[src/rtl/lsu_mem_initiator.sv]
// lsu_mem_initiator
//   Turns one load/store request from the EX stage into a single memory
//   transaction, then returns aligned, extended load data to the WB stage.
//
// Optional feature:
//   MEMREQ_TIMEOUT_EN - adds a BUSY-cycle watchdog and the timeout output.
//
// Parameters:
//   ADDR_W          byte-address width
//   TIMEOUT_CYCLES  BUSY cycles without mem_ack before the watchdog fires
//
// Ports:
//   clk, reset       rising-edge clock, synchronous active-high reset
//   ex_*             request from EX (valid/ready, load/store, size,
//                    unsigned, address, right-aligned store data)
//   mem_*            memory request (req/we/addr/wdata/be) and
//                    response (ack/rdata)
//   wb_valid/wb_data one-cycle load result to WB
//   misalign         one-cycle flag for a rejected misaligned access
//   timeout          one-cycle watchdog flag (MEMREQ_TIMEOUT_EN only)
//
// Handshake: a request transfers on a rising edge where ex_valid and
// ex_ready are both 1 and ex_load or ex_store is set. ex_ready depends only
// on the FSM state, so it never combinationally depends on ex_valid. On the
// memory side, mem_req and its attributes stay constant until the edge
// where mem_ack is sampled high; mem_ack outside BUSY has no effect.
module lsu_mem_initiator #(
  parameter int ADDR_W         = 32,
  parameter int TIMEOUT_CYCLES = 255
) (
  input  logic              clk,
  input  logic              reset,
  input  logic              ex_valid,
  output logic              ex_ready,
  input  logic              ex_load,
  input  logic              ex_store,
  input  logic [1:0]        ex_size,
  input  logic              ex_unsigned,
  input  logic [ADDR_W-1:0] ex_addr,
  input  logic [31:0]       ex_wdata,
  output logic              mem_req,
  output logic              mem_we,
  output logic [ADDR_W-1:0] mem_addr,
  output logic [31:0]       mem_wdata,
  output logic [3:0]        mem_be,
  input  logic              mem_ack,
  input  logic [31:0]       mem_rdata,
  output logic              wb_valid,
  output logic [31:0]       wb_data,
  output logic              misalign
`ifdef MEMREQ_TIMEOUT_EN
  ,
  output logic              timeout
`endif
);

  typedef enum logic [1:0] {
    IDLE = 2'd0,
    BUSY = 2'd1,
    RESP = 2'd2
  } state_t;

  // Visible to checkers by hierarchical reference.
  state_t state;

  // Captured request attributes needed after acceptance.
  logic       req_load;
  logic       req_unsigned;
  logic [1:0] req_size;
  logic [1:0] req_off;

  logic        accept;
  logic        mis;
  logic [3:0]  be_dec;
  logic [31:0] wdata_dec;
  logic [7:0]  rd_byte;
  logic [15:0] rd_half;
  logic [31:0] load_data;

  assign ex_ready = (state == IDLE);
  assign accept   = ex_valid && ex_ready && (ex_load || ex_store);

  // Size 11 behaves as a word everywhere, so ex_size[1] means "word".
  always_comb begin
    mis = 1'b0;
    if (ex_size == 2'b01)
      mis = ex_addr[0];
    else if (ex_size[1])
      mis = (ex_addr[1:0] != 2'b00);
  end

  always_comb begin
    be_dec    = 4'b1111;
    wdata_dec = ex_wdata;
    case (ex_size)
      2'b00: begin
        be_dec    = 4'b0001 << ex_addr[1:0];
        wdata_dec = {4{ex_wdata[7:0]}};
      end
      2'b01: begin
        be_dec    = ex_addr[1] ? 4'b1100 : 4'b0011;
        wdata_dec = {2{ex_wdata[15:0]}};
      end
      default: begin
        be_dec    = 4'b1111;
        wdata_dec = ex_wdata;
      end
    endcase
  end

  // Lane select and extension of the returned word for loads.
  always_comb begin
    case (req_off)
      2'd0:    rd_byte = mem_rdata[7:0];
      2'd1:    rd_byte = mem_rdata[15:8];
      2'd2:    rd_byte = mem_rdata[23:16];
      default: rd_byte = mem_rdata[31:24];
    endcase
    rd_half = req_off[1] ? mem_rdata[31:16] : mem_rdata[15:0];
    case (req_size)
      2'b00:   load_data = req_unsigned ? {24'd0, rd_byte}
                                        : {{24{rd_byte[7]}}, rd_byte};
      2'b01:   load_data = req_unsigned ? {16'd0, rd_half}
                                        : {{16{rd_half[15]}}, rd_half};
      default: load_data = mem_rdata;
    endcase
  end

`ifdef MEMREQ_TIMEOUT_EN
  localparam int CNT_W = (TIMEOUT_CYCLES < 1) ? 1 : $clog2(TIMEOUT_CYCLES + 1);
  localparam logic [CNT_W-1:0] TO_LIM = CNT_W'(TIMEOUT_CYCLES);
  logic [CNT_W-1:0] busy_cnt;
  logic [CNT_W-1:0] busy_cnt_next;
  // busy_cnt holds completed BUSY cycles; the watchdog fires on the edge
  // that closes the TIMEOUT_CYCLES-th BUSY cycle.
  assign busy_cnt_next = busy_cnt + CNT_W'(1);
`else
  logic unused_cfg;
  assign unused_cfg = (TIMEOUT_CYCLES > 0);
`endif

  always_ff @(posedge clk) begin
    if (reset) begin
      state        <= IDLE;
      req_load     <= 1'b0;
      req_unsigned <= 1'b0;
      req_size     <= 2'b00;
      req_off      <= 2'b00;
      mem_req      <= 1'b0;
      mem_we       <= 1'b0;
      mem_addr     <= '0;
      mem_wdata    <= 32'd0;
      mem_be       <= 4'd0;
      wb_valid     <= 1'b0;
      wb_data      <= 32'd0;
      misalign     <= 1'b0;
`ifdef MEMREQ_TIMEOUT_EN
      timeout      <= 1'b0;
      busy_cnt     <= '0;
`endif
    end else begin
      // Strobes default low so each is a single-cycle pulse.
      misalign <= 1'b0;
      wb_valid <= 1'b0;
`ifdef MEMREQ_TIMEOUT_EN
      timeout  <= 1'b0;
`endif
      case (state)
        IDLE: begin
          if (accept) begin
            // Store wins when both load and store are asserted.
            req_load     <= ex_load && !ex_store;
            req_unsigned <= ex_unsigned;
            req_size     <= ex_size;
            req_off      <= ex_addr[1:0];
            if (mis) begin
              misalign <= 1'b1;
            end else begin
              state     <= BUSY;
              mem_req   <= 1'b1;
              mem_we    <= ex_store;
              mem_addr  <= {ex_addr[ADDR_W-1:2], 2'b00};
              mem_be    <= be_dec;
              mem_wdata <= wdata_dec;
`ifdef MEMREQ_TIMEOUT_EN
              busy_cnt  <= '0;
`endif
            end
          end
        end
        BUSY: begin
          if (mem_ack) begin
            state   <= RESP;
            mem_req <= 1'b0;
            if (req_load) begin
              wb_valid <= 1'b1;
              wb_data  <= load_data;
            end
          end
`ifdef MEMREQ_TIMEOUT_EN
          else if (busy_cnt_next == TO_LIM) begin
            state   <= IDLE;
            mem_req <= 1'b0;
            timeout <= 1'b1;
          end else begin
            busy_cnt <= busy_cnt_next;
          end
`endif
        end
        RESP: begin
          state <= IDLE;
        end
        default: begin
          state   <= IDLE;
          mem_req <= 1'b0;
        end
      endcase
    end
  end

endmodule

[config.mk]
export PLATFORM = sky130hd
export DESIGN_NAME = lsu_mem_initiator
export DESIGN_NICKNAME = d
export VERILOG_FILES = /design/src/rtl/lsu_mem_initiator.sv
export SDC_FILE = /design/constraint.sdc
export NUM_CORES = 1
export LEC_CHECK = 0
export ABC_AREA = 0
export ABC_CLOCK_PERIOD_IN_PS = 1520
export CAP_MARGIN = 20
export CORE_MARGIN = 4
export CORE_UTILIZATION = 39
export DETAILED_ROUTE_END_ITERATION = 6
export HOLD_SLACK_MARGIN = 0.02
export MAX_ROUTING_LAYER = met4
export PLACE_DENSITY_LB_ADDON = 0.08
export SKIP_LAST_GASP = 1
export SYNTH_ARGS = -nofsm -noshare
export SYNTH_HDL_FRONTEND = slang
export SYNTH_SLANG_ARGS = --single-unit
[constraint.sdc]
create_clock -name clk -period 1.52 [get_ports clk]
set_input_delay 0.152 -clock clk [delete_from_list [all_inputs] [get_ports clk]]
set_output_delay 0.152 -clock clk [all_outputs]
set_load 0.005 [all_outputs]
; ---- Yosys cells after proc, flatten, opt, wreduce, memory -nomap -nowiden
; Cells that the tools add are included.
[totals]
output_inout_bits = 105
inputBits = 105
elab_cells = 66
register_bits = 110
[op_classes]
n_bitwise = 6
eq_ne = 9
shifts = 1
mux = 20
reduce_logical = 17
[ops]
columns = op, count
row1 = one-hot mux 32 bit (2 select lines), 2
row2 = two-way mux 32 bit, 2
row3 = one-hot mux 8 bit (3 select lines), 1
row4 = two-way mux 16 bit, 1
row5 = AND reduction 3 bit, 3
row6 = == test 2 x 1 -> 1 bit (second input constant), 4
row7 = logical NOT 2 bit, 4
row8 = one-hot mux 4 bit (2 select lines), 1
row9 = two-way mux 1 bit, 7
row10 = two-way mux 2 bit, 3
row11 = NOT 1 bit, 6
row12 = OR reduction 3 bit, 2
row13 = == test 2 bit (second input constant), 2
row14 = two-way mux 4 bit, 1
row15 = inequality test 2 bit (second input constant), 2
row16 = one-hot mux 2 bit (2 select lines), 1
row17 = AND reduction 4 bit, 1
row18 = << shifter 1 x 2 -> 4 bit (first input constant), 1
row19 = logical AND 1 bit, 3
row20 = one-hot mux 1 bit (3 select lines), 1
row21 = inequality test 2 x 1 -> 1 bit (second input constant), 1
row22 = AND reduction 2 bit, 1
row23 = nonzero test 2 bit, 1
row24 = logical NOT 1 bit, 1
row25 = logical OR 1 bit, 1

; ---- Depth between registers and ports, before layout
[depth]
word_depth = 6
depth_mapped = 7
mapped_depth_nobuf = 4

; ---- Worst setup path before layout
; No wires, ideal clock.
[synth_timing]
kind = register to register
start = register req_off[1]
end = register wb_data[13]
t_required_ns = 1.375
path_buffers = 1
path_stages_with_launch = 5
period_less_slack_ns = 1.531
setup_ns = 0.145
t_arrival_ns = 1.386
slack_ns = -0.011
path_cell_list = dfxtp_1 -> buf_2 -> mux4_2 -> a211oi_4 -> a211oi_1
[synth_between]
elab_chain_cells = 4
word_cells_on_any_way = 8
classes_between = eq/ne (2) / mux (5) / reduce/logical (1)
[synth_lines]
columns = item, line_no
row1 = from (decl), 70  ; logic [1:0] req_off;
row2 = from (signal assigned), 175  ; req_off <= ex_addr[1:0];
row3 = "== test 2 bit, or another cell as far along", 113  ; case (req_off)
row4 = one-hot mux 8 bit (3 select lines), 113
row5 = two-way mux 32 bit, 121  ; 2'b00: load_data = req_unsigned ? {24'd0, rd_byte}
row6 = one-hot mux 32 bit (2 select lines) *, 120  ; case (req_size)
row7 = to (signal assigned), 197  ; wb_data <= load_data;
row8 = to (decl), 49  ; output logic [31:0] wb_data,
; Mark *: on every way between the ends. The rest lies on a longest branch, timed or not.
; A chain may end at the register's enable or synchronous reset.

; ---- Worst setup path in the final report
[layout_timing]
start = register req_off[1]
end = register wb_data[27]
; The elaborated chain is that of the path after synthesis.

==> out/metrics.yaml <==
detailed_routing:
  drt-total-wl_um: 16800
  dr.pass1.iters: 5
  antenna_left: 0
  wl_per_cell_um: 16.9
  drc: 0
  post_drt_via_cell_ratio: 5.19
  drt_iter0_markers: 322
  route.vias.total: 5165
logic_synthesis:
  ys_top_cells_by_area: "dfxtp_1, nand2_1, a21oi_1"
  synth-edff-count: 0
  yosysMostFrequentCell: "nand2_1"
  synthAdderAreaFrac: 0
  netlist_instances: 588
  ys_types: 50
  async_flop_share: 0
  synth.top_cells.by_count: "nand2_1, dfxtp_1, a21oi_1, nor2_1, a211oi_1"
  yosysSeqAreaShare: 0.441
  yosysTopAreaCellShare: 0.441
  synth-compound-area-share: 0.223
  yosys_register_bits: 110
  synth_xor_area_frac: 0
  synth_area_sq_um: 5000
  yosysWarnings: 0
  synthMuxAreaShare: 0.0753
  synth_top_family_by_area: "compound AO/OA/AOI/OAI gates"
  yosysTopAreaCell: "dfxtp_1"
  synth-simple-area-share: 0.196
  yosys_most_used_dff: "dfxtp_1"
  syn_avg_cell_area_sq_um: 8.50
critical_path:
  rr_startpoint: "req_off[1]"
  cp_slowest_stage_delay_ps: 360
  arrival_ps: 1770
  r2r-end: "wb_data[27]"
  crit_end: "wb_data[27]"
  worst_ep_required_time_ps: 1760
  startpoint_type: "register"
  crit_fanout: 8
  critPathKind: "reg -> reg"
  critPathLaunch: "req_off[1]"
  path_cells: "buf_8 > nor4_4 > nor4_4 > a31oi_4 > clkbuf_16 > a211oi_1"
  end_kind: "register"
  cp_slowest_cell: "dfxtp_4"
  ff2ff_path_depth: 6
  r2r_setup_slack_ps: -10
  cpMostUsedCell: "nor4_4"
cts:
  tritoncts: "built"
  clk_latency_ps: 350
  cts_root_buffer: "clkbuf_16"
  max-clock-path-buffers: 2
  cts.sinks: 110
  ctsHoldBuffers: 0
  cts-htree-levels: 3
  path_clk_slew_ps: 70
  cts_buffers: 9
placement:
  gp_congestion: 0.982
  port_buffers: 207
  dpl-instance-area_sq_um: 7480
  hpwl_um: 12000
  place_ws_ps: -276
global_route:
  grt_usage: 0.216
  overflow: 0
  grt_pass1_wl_um: 24600
  antenna_found_initial: 1
  grt_max_degree: 41
  grtUsageMet3: 0.0527
  grt.met1_usage: 0.291
  gr-max-usage-layer: "met2"
  use_met2: 0.320
  grt_pass1_vias: 4834
timing:
  finalHoldViolCount: 0
  drv_slew: 0
  rsz0062_at_grt: "true"
  setup_viol: 9
  setup_ws_ps: -12.2
  fmax_mhz: 653
  period_needed_ps: 1530
  timing.final.crit_share: 1.01
  fin_worst_skew_ps: 6.35
floorplan:
  die_h_um: 121
  rows: 41
  dieArea_sq_um: 14700
  start_util: 0.398
  die_x_um: 121
  num_io_pins: 210
  core-area_sq_um: 12600
pwr:
  p_leak_nw: 2.97
  p_per_area_nw_per_um2: 829
  ir_drop_mv: 0.484
outcome:
  status: "complete, but fails checks"
  violations: "negative setup slack"
hold_path:
  hold_path.class: "in -> reg"
finish:
  nets: 923
  drive_gt1_frac: 0.203
  area_delta_synth_final_pct: 68.4
  stdcell_area_sq_um: 8420
job:
  cap_violations: 0
==> cell type report <==
| class | instances | area [sq um] |
|---|---|---|
| repair buffers | 273 | 2890 |
| well taps | 172 | 215 |
| fillers | 1008 | 4150 |
| clock buffers | 11 | 243 |
| inverters | 3 | 11.3 |
| flip-flops and latches | 110 | 2220 |
| multi-input cells | 421 | 2780 |
| clock inverters | 5 | 58.8 |
| diodes | 1 | 2.50 |
==> power breakdown <==
part	switching, mW	total, mW	leakage [nW]	internal (mW)
logic	0.656	1.53	1.93	0.876
clock network	1.04	2.37	0.142	1.32
registers	0.0780	3.08	0.898	3.00
total	1.78	6.98	2.97	5.20
==> sequential cells by signal (all words and copies together) (netlist names), 2 cells and up <==
| signal | count |
|---|---|
| req_size | 2 |
| mem_be | 4 |
| mem_addr | 30 |
| mem_wdata | 32 |
| wb_data | 32 |
| req_off | 2 |
| state | 2 |
==> per-layer routing <==
metal,part of all wire,up-vias
met5,0,-
li1,-,2527
met4,0.021,0
met2,0.47,191
met3,0.068,30
met1,0.44,2417
==> logic make-up after synthesis <==
| group | count (synthesis) |
|---|---|
| other cells | 1 |
| flops | 110 |
| mux | 35 |
| buf+inv | 58 |
| compound gates | 161 |
| simple gates | 223 |
==> per-stage QoR <==
| step | TNS, ps | util | cells | total power, mW | hold WS, ps |
|---|---|---|---|---|---|
| 2_1_floorplan | 0 | - | 589 | 3.72 | 249 |
| 3_5_place_dp | -16600 | 0.595 | 962 | 4.47 | 447 |
| 6_report | -77.7 | 0.670 | 996 | 6.98 | 213 |
| 5_1_grt | -1920 | 0.670 | 996 | 7.28 | 227 |
| 3_3_place_gp | -14040 | 0.595 | 962 | 4.45 | 442 |
| 4_1_cts | -47.7 | 0.623 | 980 | 6.86 | 208 |
==> layout by cell type (no fill, tap or decap), types with 3 or more instances in the layout <==
master / n
nor2_1: 59
clkdlybuf4s50_1: 205
nand2b_1: 3
nor2b_1: 3
buf_12: 10
buf_6: 6
a311oi_1: 3
a21oi_2: 16
o211ai_1: 8
a211oi_2: 14
a21oi_1: 46
buf_8: 4
nor3_1: 5
nand2_1: 118
o21ai_0: 17
mux2_2: 11
a2bb2oi_1: 3
nand2_2: 3
a211oi_1: 27
nand2_4: 8
mux2i_1: 23
nand3b_1: 6
a311oi_2: 8
dfxtp_1: 104
buf_4: 39
clkbuf_16: 16
dfxtp_4: 4
==> what timing repair did <==
item,4_1_cts,5_1_grt
setup endpoints to repair,15,96
resized for setup,3,83
gates cloned,1,8
pin swaps,2,25
setup buffers,1,7
==> critical path, delay by kind of cell, from the launching register on <==
family	cells	cell delay [ps]
AND/OR/NAND/NOR	2	410
flip-flops	1	360
buffers and inverters	2	340
AO/OA/AOI/OAI	2	310
==> worst min-delay path by stage <==
stage               slack (ps)     startpoint  cells after the start            end
floorplan                  250       ex_store                      1       req_load
global placement           440   mem_addr[18]                      2   mem_addr[18]
detailed placement         450  mem_wdata[27]                      2  mem_wdata[27]
CTS                        210          reset                      2    req_size[1]
global route               230          reset                      2    req_size[1]
finish                     210          reset                      2   mem_wdata[1]
Note: power is estimated with default switching activity, not from simulation.
